$ cat src/rtl/alarm_trigger_if.sv
// Alarm trigger bus: time/alarm inputs, user control pulses and alarm status outputs.
// master drives time and controls; slave (alarm_trigger) returns the status levels.
interface alarm_trigger_if;
  logic       i_Sec_Tick;
  logic [4:0] i_Hours;
  logic [5:0] i_Minutes;
  logic [5:0] i_Seconds;
  logic [4:0] i_Alarm_Hours;
  logic [5:0] i_Alarm_Minutes;
  logic       i_Alarm_Enable;
  logic       i_Snooze;
  logic       i_Stop;
  logic       o_Alarm_On;
  logic       o_Snoozing;
  logic [2:0] o_Snooze_Count;

  modport master (
    output i_Sec_Tick, i_Hours, i_Minutes, i_Seconds, i_Alarm_Hours, i_Alarm_Minutes,
           i_Alarm_Enable, i_Snooze, i_Stop,
    input  o_Alarm_On, o_Snoozing, o_Snooze_Count
  );

  modport slave (
    input  i_Sec_Tick, i_Hours, i_Minutes, i_Seconds, i_Alarm_Hours, i_Alarm_Minutes,
           i_Alarm_Enable, i_Snooze, i_Stop,
    output o_Alarm_On, o_Snoozing, o_Snooze_Count
  );
endinterface

$ cat src/rtl/alarm_trigger.sv
// Alarm ring/snooze/stop FSM: fires on the HH:MM:00 tick matching the alarm time.
// Define ALARM_SNOOZE_EN to build the SNOOZE state; otherwise snooze is ignored.
module alarm_trigger #(
  parameter int RING_TIMEOUT_S = 60,
  parameter int SNOOZE_S       = 300,
  parameter int MAX_SNOOZES    = 3
) (
  input  logic           i_Clk,
  input  logic           i_Rst_L,
  alarm_trigger_if.slave bus
);

  typedef enum logic [1:0] {
    DISABLED = 2'd0,
    ARMED    = 2'd1,
    RINGING  = 2'd2,
    SNOOZE   = 2'd3
  } state_t;

  state_t      state, state_nxt;
  logic [15:0] ring_cnt, ring_cnt_nxt, ring_inc;
  logic        alarm_on_q, alarm_on_nxt;
  logic        match;

  // Seconds==0 keeps a mid-minute enable or a stop inside the alarm minute from refiring
  assign match = bus.i_Sec_Tick && (bus.i_Hours == bus.i_Alarm_Hours) &&
                 (bus.i_Minutes == bus.i_Alarm_Minutes) && (bus.i_Seconds == 6'd0);
  assign ring_inc = ring_cnt + 16'd1;

`ifdef ALARM_SNOOZE_EN
  logic [15:0] snz_cnt, snz_cnt_nxt, snz_inc;
  logic [2:0]  snz_used, snz_used_nxt;
  logic        snoozing_q, snoozing_nxt;

  assign snz_inc = snz_cnt + 16'd1;
`else
  logic unused_snooze;
  assign unused_snooze = bus.i_Snooze;
`endif

  // State and registered outputs
  always_ff @(posedge i_Clk or negedge i_Rst_L) begin
    if (!i_Rst_L) begin
      state      <= DISABLED;
      ring_cnt   <= '0;
      alarm_on_q <= 1'b0;
`ifdef ALARM_SNOOZE_EN
      snz_cnt    <= '0;
      snz_used   <= '0;
      snoozing_q <= 1'b0;
`endif
    end else begin
      state      <= state_nxt;
      ring_cnt   <= ring_cnt_nxt;
      alarm_on_q <= alarm_on_nxt;
`ifdef ALARM_SNOOZE_EN
      snz_cnt    <= snz_cnt_nxt;
      snz_used   <= snz_used_nxt;
      snoozing_q <= snoozing_nxt;
`endif
    end
  end

  // Next state; stop is checked before snooze, snooze before the tick
  always_comb begin
    state_nxt    = state;
    ring_cnt_nxt = ring_cnt;
`ifdef ALARM_SNOOZE_EN
    snz_cnt_nxt  = snz_cnt;
    snz_used_nxt = snz_used;
`endif
    if (!bus.i_Alarm_Enable) begin
      state_nxt    = DISABLED;
      ring_cnt_nxt = '0;
`ifdef ALARM_SNOOZE_EN
      snz_cnt_nxt  = '0;
      snz_used_nxt = '0;
`endif
    end else begin
      case (state)
        DISABLED: state_nxt = ARMED;
        ARMED: begin
          if (match) begin
            state_nxt    = RINGING;
            ring_cnt_nxt = '0;
          end
        end
        RINGING: begin
          if (bus.i_Stop) begin
            state_nxt    = ARMED;
`ifdef ALARM_SNOOZE_EN
            snz_used_nxt = '0;
          end else if (bus.i_Snooze && (snz_used < 3'(MAX_SNOOZES))) begin
            state_nxt    = SNOOZE;
            snz_used_nxt = snz_used + 3'd1;
            snz_cnt_nxt  = '0;
`endif
          end else if (bus.i_Sec_Tick) begin
            ring_cnt_nxt = ring_inc;
            if (ring_inc == 16'(RING_TIMEOUT_S)) begin
              state_nxt    = ARMED;
`ifdef ALARM_SNOOZE_EN
              snz_used_nxt = '0;
`endif
            end
          end
        end
`ifdef ALARM_SNOOZE_EN
        SNOOZE: begin
          if (bus.i_Stop) begin
            state_nxt    = ARMED;
            snz_used_nxt = '0;
          end else if (bus.i_Sec_Tick) begin
            snz_cnt_nxt = snz_inc;
            if (snz_inc == 16'(SNOOZE_S)) begin
              state_nxt    = RINGING;
              ring_cnt_nxt = '0;
            end
          end
        end
`endif
        default: state_nxt = DISABLED;
      endcase
    end
  end

  // Outputs decoded from the next state so they register alongside it
  always_comb begin
    alarm_on_nxt = (state_nxt == RINGING);
`ifdef ALARM_SNOOZE_EN
    snoozing_nxt = (state_nxt == SNOOZE);
`endif
  end

  assign bus.o_Alarm_On = alarm_on_q;
`ifdef ALARM_SNOOZE_EN
  assign bus.o_Snoozing     = snoozing_q;
  assign bus.o_Snooze_Count = snz_used;
`else
  assign bus.o_Snoozing     = 1'b0;
  assign bus.o_Snooze_Count = 3'd0;
`endif

endmodule

$ cat src/flat_wrapper.sv
// flat-port wrapper written by rule: the top's interface ports become plain ports
module alarm_trigger_flat 
#(
  parameter int RING_TIMEOUT_S = 60,
  parameter int SNOOZE_S       = 300,
  parameter int MAX_SNOOZES    = 3
)
  (i_Clk, i_Rst_L, bus_i_Sec_Tick, bus_i_Hours, bus_i_Minutes, bus_i_Seconds, bus_i_Alarm_Hours, bus_i_Alarm_Minutes, bus_i_Alarm_Enable, bus_i_Snooze, bus_i_Stop, bus_o_Alarm_On, bus_o_Snoozing, bus_o_Snooze_Count);
  alarm_trigger_if bus_i ();
  input  logic i_Clk;
  input  logic i_Rst_L;
  input wire logic [$bits(bus_i.i_Sec_Tick)-1:0] bus_i_Sec_Tick;
  input wire logic [$bits(bus_i.i_Hours)-1:0] bus_i_Hours;
  input wire logic [$bits(bus_i.i_Minutes)-1:0] bus_i_Minutes;
  input wire logic [$bits(bus_i.i_Seconds)-1:0] bus_i_Seconds;
  input wire logic [$bits(bus_i.i_Alarm_Hours)-1:0] bus_i_Alarm_Hours;
  input wire logic [$bits(bus_i.i_Alarm_Minutes)-1:0] bus_i_Alarm_Minutes;
  input wire logic [$bits(bus_i.i_Alarm_Enable)-1:0] bus_i_Alarm_Enable;
  input wire logic [$bits(bus_i.i_Snooze)-1:0] bus_i_Snooze;
  input wire logic [$bits(bus_i.i_Stop)-1:0] bus_i_Stop;
  output wire logic [$bits(bus_i.o_Alarm_On)-1:0] bus_o_Alarm_On;
  output wire logic [$bits(bus_i.o_Snoozing)-1:0] bus_o_Snoozing;
  output wire logic [$bits(bus_i.o_Snooze_Count)-1:0] bus_o_Snooze_Count;
  assign bus_i.i_Sec_Tick = bus_i_Sec_Tick;
  assign bus_i.i_Hours = bus_i_Hours;
  assign bus_i.i_Minutes = bus_i_Minutes;
  assign bus_i.i_Seconds = bus_i_Seconds;
  assign bus_i.i_Alarm_Hours = bus_i_Alarm_Hours;
  assign bus_i.i_Alarm_Minutes = bus_i_Alarm_Minutes;
  assign bus_i.i_Alarm_Enable = bus_i_Alarm_Enable;
  assign bus_i.i_Snooze = bus_i_Snooze;
  assign bus_i.i_Stop = bus_i_Stop;
  assign bus_o_Alarm_On = bus_i.o_Alarm_On;
  assign bus_o_Snoozing = bus_i.o_Snoozing;
  assign bus_o_Snooze_Count = bus_i.o_Snooze_Count;
  alarm_trigger #(.RING_TIMEOUT_S(RING_TIMEOUT_S), .SNOOZE_S(SNOOZE_S), .MAX_SNOOZES(MAX_SNOOZES)) u_core (.i_Clk(i_Clk), .i_Rst_L(i_Rst_L), .bus(bus_i));
endmodule
$ cat config.mk
export PLATFORM = sky130hd
export DESIGN_NAME = alarm_trigger_flat
export DESIGN_NICKNAME = d
export VERILOG_FILES = /design/src/rtl/alarm_trigger_if.sv /design/src/rtl/alarm_trigger.sv /design/src/flat_wrapper.sv
export SDC_FILE = /design/constraint.sdc
export NUM_CORES = 1
export LEC_CHECK = 0
export CORE_MARGIN = 1
export CORE_UTILIZATION = 35
export CTS_CLUSTER_SIZE = 12
export DETAILED_ROUTE_END_ITERATION = 16
export PLACE_DENSITY = 0.73
export SLEW_MARGIN = 20
export SYNTH_ARGS = -nofsm -noshare
export SYNTH_HDL_FRONTEND = slang
export SYNTH_SLANG_ARGS = --single-unit
$ cat constraint.sdc
create_clock -name i_Clk -period 3.81 [get_ports i_Clk]
set_input_delay 0.5715 -clock i_Clk [delete_from_list [all_inputs] [get_ports i_Clk]]
set_output_delay 0.5715 -clock i_Clk [all_outputs]
set_load 0.03 [all_outputs]
; After elaboration in Yosys (flattened, before gate mapping)
; Index checks and enable logic that the tools add are counted.
; W data, S select, Z words.
[totals]
regBits = 19
latch_bits = 0
ramBits = 0
mem_bits_ro = 0
inputBits = 34
wordCells = 31
n_memories = 0
[op_classes]
n_addsub = 1
multipliers = 0
n_div = 0
order_cmp = 0
n_eq_ne = 10
n_shift = 0
mux = 11
bitwise = 0
reduce_logical = 6
[ops]
columns = operator, count
row1 = $mux W16, 4
row2 = $pmux W16 S2, 1
row3 = $add A16 B1 Y16 const B, 1
row4 = $eq A16 B6 Y1 const B, 1
row5 = $mux W2, 5
row6 = $eq A6 B6 Y1, 1
row7 = $logic_not A6 Y1, 1
row8 = $ne A3 B3 Y1 const B, 2
row9 = $pmux W2 S3, 1
row10 = $eq A5 B5 Y1, 1
row11 = $eq A2 B2 Y1 const B, 2
row12 = $reduce_and A4 Y1, 1
row13 = $logic_and A1 B1 Y1, 3
row14 = $ne A3 B1 Y1 const B, 1
row15 = $ne A3 B2 Y1 const B, 1
row16 = $eq A2 B1 Y1 const B, 1
row17 = $logic_not A2 Y1, 1

; Longest topological paths before layout
; Gate-level depths: netlist (run 1).
[depth]
ltp_word = 8
mapped_depth = 8

; Least setup slack after synthesis (run 1)
; OpenSTA, ideal clock, no wires.
[synth_path]
kind = register -> register
from = reg u_core.ring_cnt[0]
to = reg u_core.state[0]
setup_time_ns = 0.126
t_arrival_ns = 1.986
required_time_ns = 3.684
path_slack_ns = 1.698
path_stages_with_launch = 9
period_less_slack_ns = 2.112
path_cell_list = dfrtp_1 -> ha_1 -> clkbuf_2 -> nand4_1 -> nor4_4 -> mux2_4 -> a31oi_1 -> nor4_2 -> o311a_1
[synth_between]
elab_chain_len = 7
[synth_lines]
columns = element, line
row1 = start: declaration, alarm_trigger.sv:21  ; logic [15:0] ring_cnt, ring_cnt_nxt, ring_inc;
row2 = start signal: assignment, alarm_trigger.sv:54  ; ring_cnt <= ring_cnt_nxt;
row3 = $add A16 B1 Y16, alarm_trigger.sv:28  ; assign ring_inc = ring_cnt + 16'd1;
row4 = $eq A16 B6 Y1, alarm_trigger.sv:100  ; if (ring_inc == 16'(RING_TIMEOUT_S)) begin
row5 = $mux W2, alarm_trigger.sv:100
row6 = $mux W2, alarm_trigger.sv:98  ; end else if (bus.i_Sec_Tick) begin
row7 = $mux W2, alarm_trigger.sv:89  ; if (bus.i_Stop) begin
row8 = $pmux W2 S3, alarm_trigger.sv:80  ; case (state)
row9 = $mux W2, alarm_trigger.sv:72  ; if (!bus.i_Alarm_Enable) begin
row10 = net u_core.state_nxt[0], alarm_trigger.sv:20  ; state_t state, state_nxt;
row11 = end signal: assignment, alarm_trigger.sv:53  ; state <= state_nxt;
row12 = end: declaration, alarm_trigger.sv:20
; The timed path passes the listed nets, and every way through them passes these cells.
; A chain may end at the register's enable or synchronous reset.

; Worst setup path in the final report (run 1)
[layout_path]
from = in bus_i_Sec_Tick
to = reg u_core.ring_cnt[15]
[layout_between]
elab_chain_len = 5
[layout_lines]
columns = element, line
row1 = start: declaration, flat_wrapper.sv:12  ; input wire logic [$bits(bus_i.i_Sec_Tick)-1:0] bus_i_Sec_Tick;
row2 = $logic_and A1 B1 Y1 (2 in series), alarm_trigger.sv:26  ; assign match = bus.i_Sec_Tick && (bus.i_Hours == bus.i_Alarm_Hours) &&
row3 = $logic_and A1 B1 Y1, alarm_trigger.sv:27  ; (bus.i_Minutes == bus.i_Alarm_Minutes) && (bus.i_Seconds == 6'd0);
row4 = $ne A3 B2 Y1 (no line), -
row5 = $reduce_and A4 Y1 (no line) (*), -
; Every way passes the cells marked *; elsewhere a longest branch is shown, timed or not.

==> results of run 1 <==
[through the flow]
step	setup WS (ns)	hold slack (ns)
global placement	0.939	0.523
finish	1.39	0.554
global route	0.987	0.588
CTS	1.34	0.558
detailed placement	1.07	0.542
floorplan	1.70	0.276
[power by group]
part	leakage, nW	internal, mW	switching (mW)
clock network	0.0228	0.0744	0.0680
registers	0.263	0.202	0.000440
logic	0.387	0.0384	0.0238
[worst max path at each step]
stage,from,to,depth (start not counted)
3_3_place_gp,bus_i_Sec_Tick,u_core.ring_cnt[15],6
5_1_grt,bus_i_Sec_Tick,u_core.ring_cnt[15],6
6_report,bus_i_Sec_Tick,u_core.ring_cnt[15],6
4_1_cts,bus_i_Sec_Tick,u_core.ring_cnt[15],6
3_5_place_dp,bus_i_Sec_Tick,u_core.ring_cnt[15],6
2_1_floorplan,u_core.ring_cnt[0],u_core.state[0],8
[routing by layer]
layer | vias to the layer above | global-route usage | routed length, um
li1 | 654 | - | -
met1 | 595 | 0.227 | 1440
met2 | 26 | 0.289 | 1590
met3 | 6 | 0.0387 | 147
met4 | 0 | 0.0472 | 40
met5 | - | 0 | 0
[cell type report]
type	count	area, sq um
flip-flops and latches	19	475
clock buffers	4	45.0
fillers	364	1950
well taps	48	60.1
multi-input cells	134	831
repair buffers	35	345
inverters	3	11.3
[sequential cells by signal, indices dropped and copies added (netlist names)]
| signal | flops |
|---|---|
| u_core.state | 2 |
| u_core.ring_cnt | 16 |
| u_core.bus.o_Alarm_On | 1 |
[worst max-delay path, cell delays in order]
cell	delay, ns
clkdlybuf4s50_1	0.52
nor4b_1	0.23
nand2_1	0.08
nor4_1	0.45
a21oi_2	0.33
o41ai_1	0.39
[synth_stat cells (all sizes together)]
| cell | instances |
|---|---|
| inv | 3 |
| and4 | 1 |
| xnor2 | 15 |
| or2 | 2 |
| nand4 | 8 |
| nand2 | 16 |
| nor4b | 2 |
| a31oi | 7 |
| o41ai | 1 |
| nor2b | 2 |
| ha | 2 |
| xor2 | 2 |
| and3 | 2 |
| conb | 1 |
| buf | 9 |
| o21ai | 27 |
| dfrtp | 19 |
| mux2 | 1 |
| or4b | 1 |
| clkbuf | 5 |
| nor3 | 7 |
| nand3b | 1 |
| o311a | 1 |
| nand3 | 9 |
| a21oi | 2 |
| o31ai | 5 |
| nor2 | 11 |
| nor4 | 5 |
[kinds of logic after synthesis]
logic type               Yosys count
AND/OR/NAND/NOR                   67
AO/OA/AOI/OAI                     43
flip-flops                        19
XOR/XNOR                          17
buffers and inverters             17
adder cells (fa/ha/maj)            2
other                              1
multiplexers                       1
==> run summary, run 1 <==
OUTCOME
--------------------------------------------------------------------------------------------------------
Status ....................................................................................    completed

GRT
--------------------------------------------------------------------------------------------------------
Total congestion overflow .................................................................            0
Pin count of the biggest net entering global routing ......................................           20
Number of antenna violations at the first check in global routing .........................            0
Overall fraction of global-route tracks in use ............................................        0.175
Vias in the first global route ............................................................        1,253
Wire length of the first global-routing pass ..............................................      5720 um

SYNTH
--------------------------------------------------------------------------------------------------------
Total number of yosys warnings ............................................................            0
Simple-Gate Fraction of Synth Area ........................................................        0.273
Number of distinct library cells after synthesis ..........................................           34
Post-synthesis instance total .............................................................          167
Top post-synthesis cells by area .......................................................... dfrtp_1 34%, o21ai_0 9.8%, xnor2_1 9.5%
Share of the synthesized netlist area taken by xor and xnor gates .........................        0.108
Fraction of synthesized cell area taken by the top area cell type .........................        0.344
Sequential-to-total area share from yosys stat ............................................        0.344
Fraction of the mapped netlist area in compound gates .....................................        0.177
Synthesis-stage register bit count ........................................................           19
Cell type contributing the most total cell area after synthesis ...........................      dfrtp_1
Synth Area in Adders ......................................................................       0.0181
Multiplexer area fraction after synthesis .................................................       0.0108
Largest family of logic cells by synthesized area ......................................... simple AND/OR/NAND/NOR gates
Total standard cell area after synthesis .................................................. 0.00138 sq mm
Mean instance size in the synthesized netlist .............................................   8.29 sq um

HOLD PATH
--------------------------------------------------------------------------------------------------------
Worst hold path type ......................................................................   reg -> reg
Startpoint of the lowest-slack hold path .................................................. u_core.ring_cnt[1]
End point of the worst hold path .......................................................... u_core.ring_cnt[1]
Cell count of the worst hold path .........................................................            2

FINISH
--------------------------------------------------------------------------------------------------------
Post-route cell area ...................................................................... 0.00177 sq mm
Most common cell after layout, fill and taps aside ........................................ clkdlybuf4s50_1
# diodes ..................................................................................            0
Layout Nets ...............................................................................          232
Post-layout utilization of the core .......................................................        0.476
Layout overhead on the synthesized area ...................................................        27.8%
Proportion of layout cells with a drive suffix above 1 ....................................       0.0667
Commonest cells after routing, fill and taps aside ........................................ 33 x clkdlybuf4s50_1, 27 x o21ai_0, 19 x dfrtp_1
Layout Cells excl Fill ....................................................................          243

SETUP PATH
--------------------------------------------------------------------------------------------------------
Endpoint of the most critical register-to-register path ................................... u_core.state[0]
R2R cell count ............................................................................            7
Register-to-register setup slack ..........................................................      1.46 ns
CP Launch Type ............................................................................    input pin
CP Max Fanout .............................................................................           18
Worst Setup Path Type .....................................................................    in -> reg
Data arrival, critical path ...............................................................      2.57 ns
Data required time of the critical path ...................................................      3.96 ns
Crit Reg-Reg Startpoint ................................................................... u_core.ring_cnt[0]
Setup crit end kind .......................................................................     register

PLACED DESIGN
--------------------------------------------------------------------------------------------------------
Count of buffers inserted at the top-level ports ..........................................           33
Instance area at placement ................................................................ 0.00172 sq mm
DP Cell Count .............................................................................          239
Routability Congestion ....................................................................        0.744
Half-perimeter wire length of the detailed placement result ...............................      2410 um

JOB
--------------------------------------------------------------------------------------------------------
Max capacitance violation total ...........................................................            0

TIMING
--------------------------------------------------------------------------------------------------------
Unrepaired setup endpoints after global routing ...........................................           no
Setup violators final .....................................................................            0
Post-route minimum period .................................................................      2.42 ns
Fin Setup TNS .............................................................................         0 ns
Portion of the clock cycle consumed by the worst path in the final layout .................        0.635
Slew at the pin closest to its max-slew limit .............................................     0.917 ns
Maximum operating frequency ...............................................................      413 MHz
Worst relative slew slack .................................................................        0.387
Fin. max-slew vios ........................................................................            0
Total count of hold-check failures in the final report ....................................            0
Post-Route Skew ...........................................................................  0.000828 ns

CLOCK TREE
--------------------------------------------------------------------------------------------------------
Post-CTS clock slew at the launch and capture registers of the worst setup and hold paths .      0.07 ns
Clock tree buffer depth ...................................................................            2
Worst-skew pair later-pin latency .........................................................      0.26 ns
CTS root buffer ...........................................................................     clkbuf_8
TritonCTS clock tree ......................................................................        built
Clock buffers created by TritonCTS ........................................................            3
Clock sink count ..........................................................................           19
Setup Fix Bufs, Post-CTS ..................................................................            0
Depth of the CTS H-tree ...................................................................            1
Hold-fix buffers at CTS ...................................................................            0
Resized cells post-CTS ....................................................................            0

FLOORPLANNING
--------------------------------------------------------------------------------------------------------
Floorplan die area ........................................................................ 0.00421 sq mm
Total I/O pin count .......................................................................           39
Die width .................................................................................      64.9 um
Die Height ................................................................................      64.9 um
Initial standard-cell utilization of the core .............................................        0.372
CORE AREA ................................................................................. 0.00372 sq mm
Site row count ............................................................................           22

DETAILED ROUTING
--------------------------------------------------------------------------------------------------------
Average wire per cell in the routed design ................................................      13.3 um
Number of DRC violations after detailed-routing iteration 0 ...............................           97
Routed via count ..........................................................................        1,281
DRT antenna net count .....................................................................            0
Total Wirelength ..........................................................................      3220 um
Number of search-and-repair iterations in the first detailed-routing pass .................            4
Post-route DRC violation count ............................................................            0
Per-cell via count in the routed design ...................................................         5.27

PWR
--------------------------------------------------------------------------------------------------------
Total chip power ..........................................................................     0.407 mW
Static Leakage ............................................................................     0.673 nW
Power per standard cell area ..............................................................  230 mW/mm^2
Largest voltage drop on the vdd net .......................................................     0.116 mV

No activity file was read; power rests on OpenSTA's default activity.
==> run 2: changes to the inputs <==
--- a/config.mk
+++ b/config.mk
@@ -9,7 +9,7 @@
 export CORE_UTILIZATION = 35
 export CTS_CLUSTER_SIZE = 12
 export DETAILED_ROUTE_END_ITERATION = 16
-export PLACE_DENSITY = 0.73
+export PLACE_DENSITY = 0.75
 export SLEW_MARGIN = 20
 export SYNTH_ARGS = -nofsm -noshare
 export SYNTH_HDL_FRONTEND = slang
==> constraint.sdc (replaced) <==
create_clock -name i_Clk -period 2 [get_ports i_Clk]
set_input_delay 0.3 -clock i_Clk [delete_from_list [all_inputs] [get_ports i_Clk]]
set_output_delay 0.3 -clock i_Clk [all_outputs]
set_load 0.03 [all_outputs]
==> run 2 against run 1 <==
Against the previous run:
- register-to-register slack got worse by 1.5 ns
- clock power increased by 93%
- sequential share of layout area decreased by 3.7 points
- clock-buffer cell count decreased by 1
- non-clock buffer count increased by 27
- core utilization increased by 7.6 points
- cell count increased by 11%
- cell area increased by 16%
==> run summary, run 2 (synthesis gave the netlist of run 1 again) <==
FINISH
--------------------------------------------------------------------------------------------------------
Layout overhead on the synthesized area ...................................................        48.3%
Number of fill cells in the layout ........................................................          356
Post-layout utilization of the core .......................................................        0.552
Commonest cells after routing, fill and taps aside ........................................ 33 x clkdlybuf4s50_1, 28 x buf_4, 19 x o21ai_0
# diodes ..................................................................................            0
Reg with most FFs ......................................................................... u_core.ring_cnt
Flip-flop count of the largest register, all copies and words added .......................           16
Most common cell after layout, fill and taps aside ........................................ clkdlybuf4s50_1
Proportion of layout cells with a drive suffix above 1 ....................................        0.225
Layout Nets ...............................................................................          259

PWR
--------------------------------------------------------------------------------------------------------
Power per standard cell area ..............................................................  384 mW/mm^2
Sequential power share ....................................................................        0.489
Design internal power .....................................................................     0.604 mW
Part of the total power dissipated in the clock network ...................................        0.347
Share of total power in combinational logic ...............................................        0.164
Largest voltage drop on the vdd net .......................................................     0.218 mV
Switching power summed over all nets ......................................................     0.184 mW
Static Leakage ............................................................................     0.842 nW
Total chip power ..........................................................................     0.788 mW
Switching power share of the total ........................................................        0.233

CLOCK TREE
--------------------------------------------------------------------------------------------------------
TritonCTS clock tree ......................................................................        built
Worst-skew pair later-pin latency .........................................................      0.26 ns
Post-CTS clock slew at the launch and capture registers of the worst setup and hold paths .      0.08 ns
Clock sink count ..........................................................................           19
Depth of the CTS H-tree ...................................................................            1
Clock tree buffer depth ...................................................................            2
Hold-fix buffers at CTS ...................................................................            0
CTS root buffer ...........................................................................     clkbuf_8
Clock buffers created by TritonCTS ........................................................            3

JOB
--------------------------------------------------------------------------------------------------------
Max capacitance violation total ...........................................................            0

OUTCOME
--------------------------------------------------------------------------------------------------------
Status ....................................................................................    completed

FLOORPLANNING
--------------------------------------------------------------------------------------------------------
Die width .................................................................................      64.9 um
Die Height ................................................................................      64.9 um
CORE AREA ................................................................................. 0.00372 sq mm
Site row count ............................................................................           22
Total I/O pin count .......................................................................           39
Floorplan die area ........................................................................ 0.00421 sq mm
Initial standard-cell utilization of the core .............................................        0.372

HOLD PATH
--------------------------------------------------------------------------------------------------------
Worst hold path type ......................................................................  in -> async

DETAILED ROUTING
--------------------------------------------------------------------------------------------------------
Post-route DRC violation count ............................................................            0
Number of search-and-repair iterations in the first detailed-routing pass .................            4
Number of DRC violations after detailed-routing iteration 0 ...............................           91
Average wire per cell in the routed design ................................................      13.4 um
DRT antenna net count .....................................................................            0
Routed via count ..........................................................................        1,419
Total Wirelength ..........................................................................      3610 um
Per-cell via count in the routed design ...................................................         5.26

SETUP PATH
--------------------------------------------------------------------------------------------------------
Worst Setup Path Type .....................................................................   reg -> reg
CP Launch Type ............................................................................     register
Endpoint of the most critical register-to-register path ................................... u_core.state[0]
Setup crit end kind .......................................................................     register
CP Max Fanout .............................................................................            3
Data arrival, critical path ...............................................................      2.14 ns
Crit path from ............................................................................ u_core.ring_cnt[0]
Data required time of the critical path ...................................................      2.14 ns
Crit Reg-Reg Startpoint ................................................................... u_core.ring_cnt[0]
Register-to-register setup slack ..........................................................    0.0008 ns
R2R cell count ............................................................................            7

TIMING
--------------------------------------------------------------------------------------------------------
Total count of hold-check failures in the final report ....................................            0
Unrepaired setup endpoints after global routing ...........................................          yes
Post-Route Skew ...........................................................................   0.00602 ns
Setup violators final .....................................................................            0
Fin. max-slew vios ........................................................................            0
Fin Setup TNS .............................................................................         0 ns
Post-route minimum period .................................................................      2.00 ns
Maximum operating frequency ...............................................................      500 MHz
Portion of the clock cycle consumed by the worst path in the final layout .................         1.00

PLACED DESIGN
--------------------------------------------------------------------------------------------------------
Count of buffers inserted at the top-level ports ..........................................           33
Half-perimeter wire length of the detailed placement result ...............................      2670 um
Routability Congestion ....................................................................        0.848

GRT
--------------------------------------------------------------------------------------------------------
Overall fraction of global-route tracks in use ............................................        0.192
Pin count of the biggest net entering global routing ......................................           20
Vias in the first global route ............................................................        1,463
Number of antenna violations at the first check in global routing .........................            0
Total congestion overflow .................................................................            0
Wire length of the first global-routing pass ..............................................      6380 um

run 2: changes by cell type in the layout (fill, tap and decap cells not counted), sizes merged:
cell | before | now
buf | 2 | 29
clkbuf | 4 | 3
clkinv | 0 | 1
run 2: what timing repair did:
item / CTS / global route
buffers inserted: 1 / 1
gates resized for setup: 4 / 17
endpoints found under the hold margin: 0 / 0
endpoints found under the setup margin: 3 / 17
pin swaps: 0 / 2
run 2: area by class of cell:
type                            instances  area [sq um]  area share
Clock buffer                            3          41.3      0.0201
Clock inverter                          1          5.00     0.00244
Inverter                                3          11.3     0.00549
Multi-Input combinational cell        134           897       0.437
Sequential cell                        19           477       0.232
Tap cell                               48          60.1      0.0293
Timing Repair Buffer                   62           561       0.273
run 2: critical path: stages, from the launching register on:
cell,delay [ns]
dfrtp_1,0.35
ha_1,0.17
nand4_1,0.21
nor4_4,0.26
mux2_4,0.34
a31oi_4,0.17
nor4_4,0.08
o311a_1,0.29
run 2: routing by layer:
metal  wire [um]  up-vias  GRT usage  share of wire
met2        1930       12      0.352           0.53
met4          18        0     0.0556         0.0050
met5           0        -          0              0
li1            -      710          -              -
met3          65        2     0.0264          0.018
met1        1600      695      0.230           0.44
run 2: how the worst max path moves through the flow:
stage                               end  cells past startpoint
floorplan               u_core.state[0]                      8
global placement    u_core.ring_cnt[15]                      8
detailed placement   u_core.ring_cnt[7]                      9
CTS                     u_core.state[0]                      7
global route            u_core.state[0]                      7
finish                  u_core.state[0]                      7
run 2: power by group through the flow:
stage | Combinational [mW] | Clock [mW] | Sequential, mW
after detailed placement | 0.127 | 0 | 0.393
after global routing | 0.140 | 0.304 | 0.386
after floorplan | 0.0448 | 0 | 0.393
final | 0.129 | 0.274 | 0.385
after CTS | 0.128 | 0.284 | 0.385
after global placement | 0.126 | 0 | 0.393
run 2: per-stage QoR:
step,instances,hold WS [ns],setup slack (ns),cell area (sq um)
2_1_floorplan,170,0.00441,-0.0994,1400
3_3_place_gp,264,0.532,-0.130,1920
3_5_place_dp,264,0.543,-0.227,1920
4_1_cts,269,0.384,-0.0198,2000
5_1_grt,270,0.387,-0.0901,2050
6_report,270,0.385,0.000753,2050
==> run 3: changes to the inputs <==
--- a/config.mk
+++ b/config.mk
@@ -10,7 +10,6 @@
 export CTS_CLUSTER_SIZE = 12
 export DETAILED_ROUTE_END_ITERATION = 16
 export PLACE_DENSITY = 0.75
-export SLEW_MARGIN = 20
 export SYNTH_ARGS = -nofsm -noshare
 export SYNTH_HDL_FRONTEND = slang
 export SYNTH_SLANG_ARGS = --single-unit
==> results of run 3 <==
No change in the layout: final DEF, timing and power equal those of run 2.
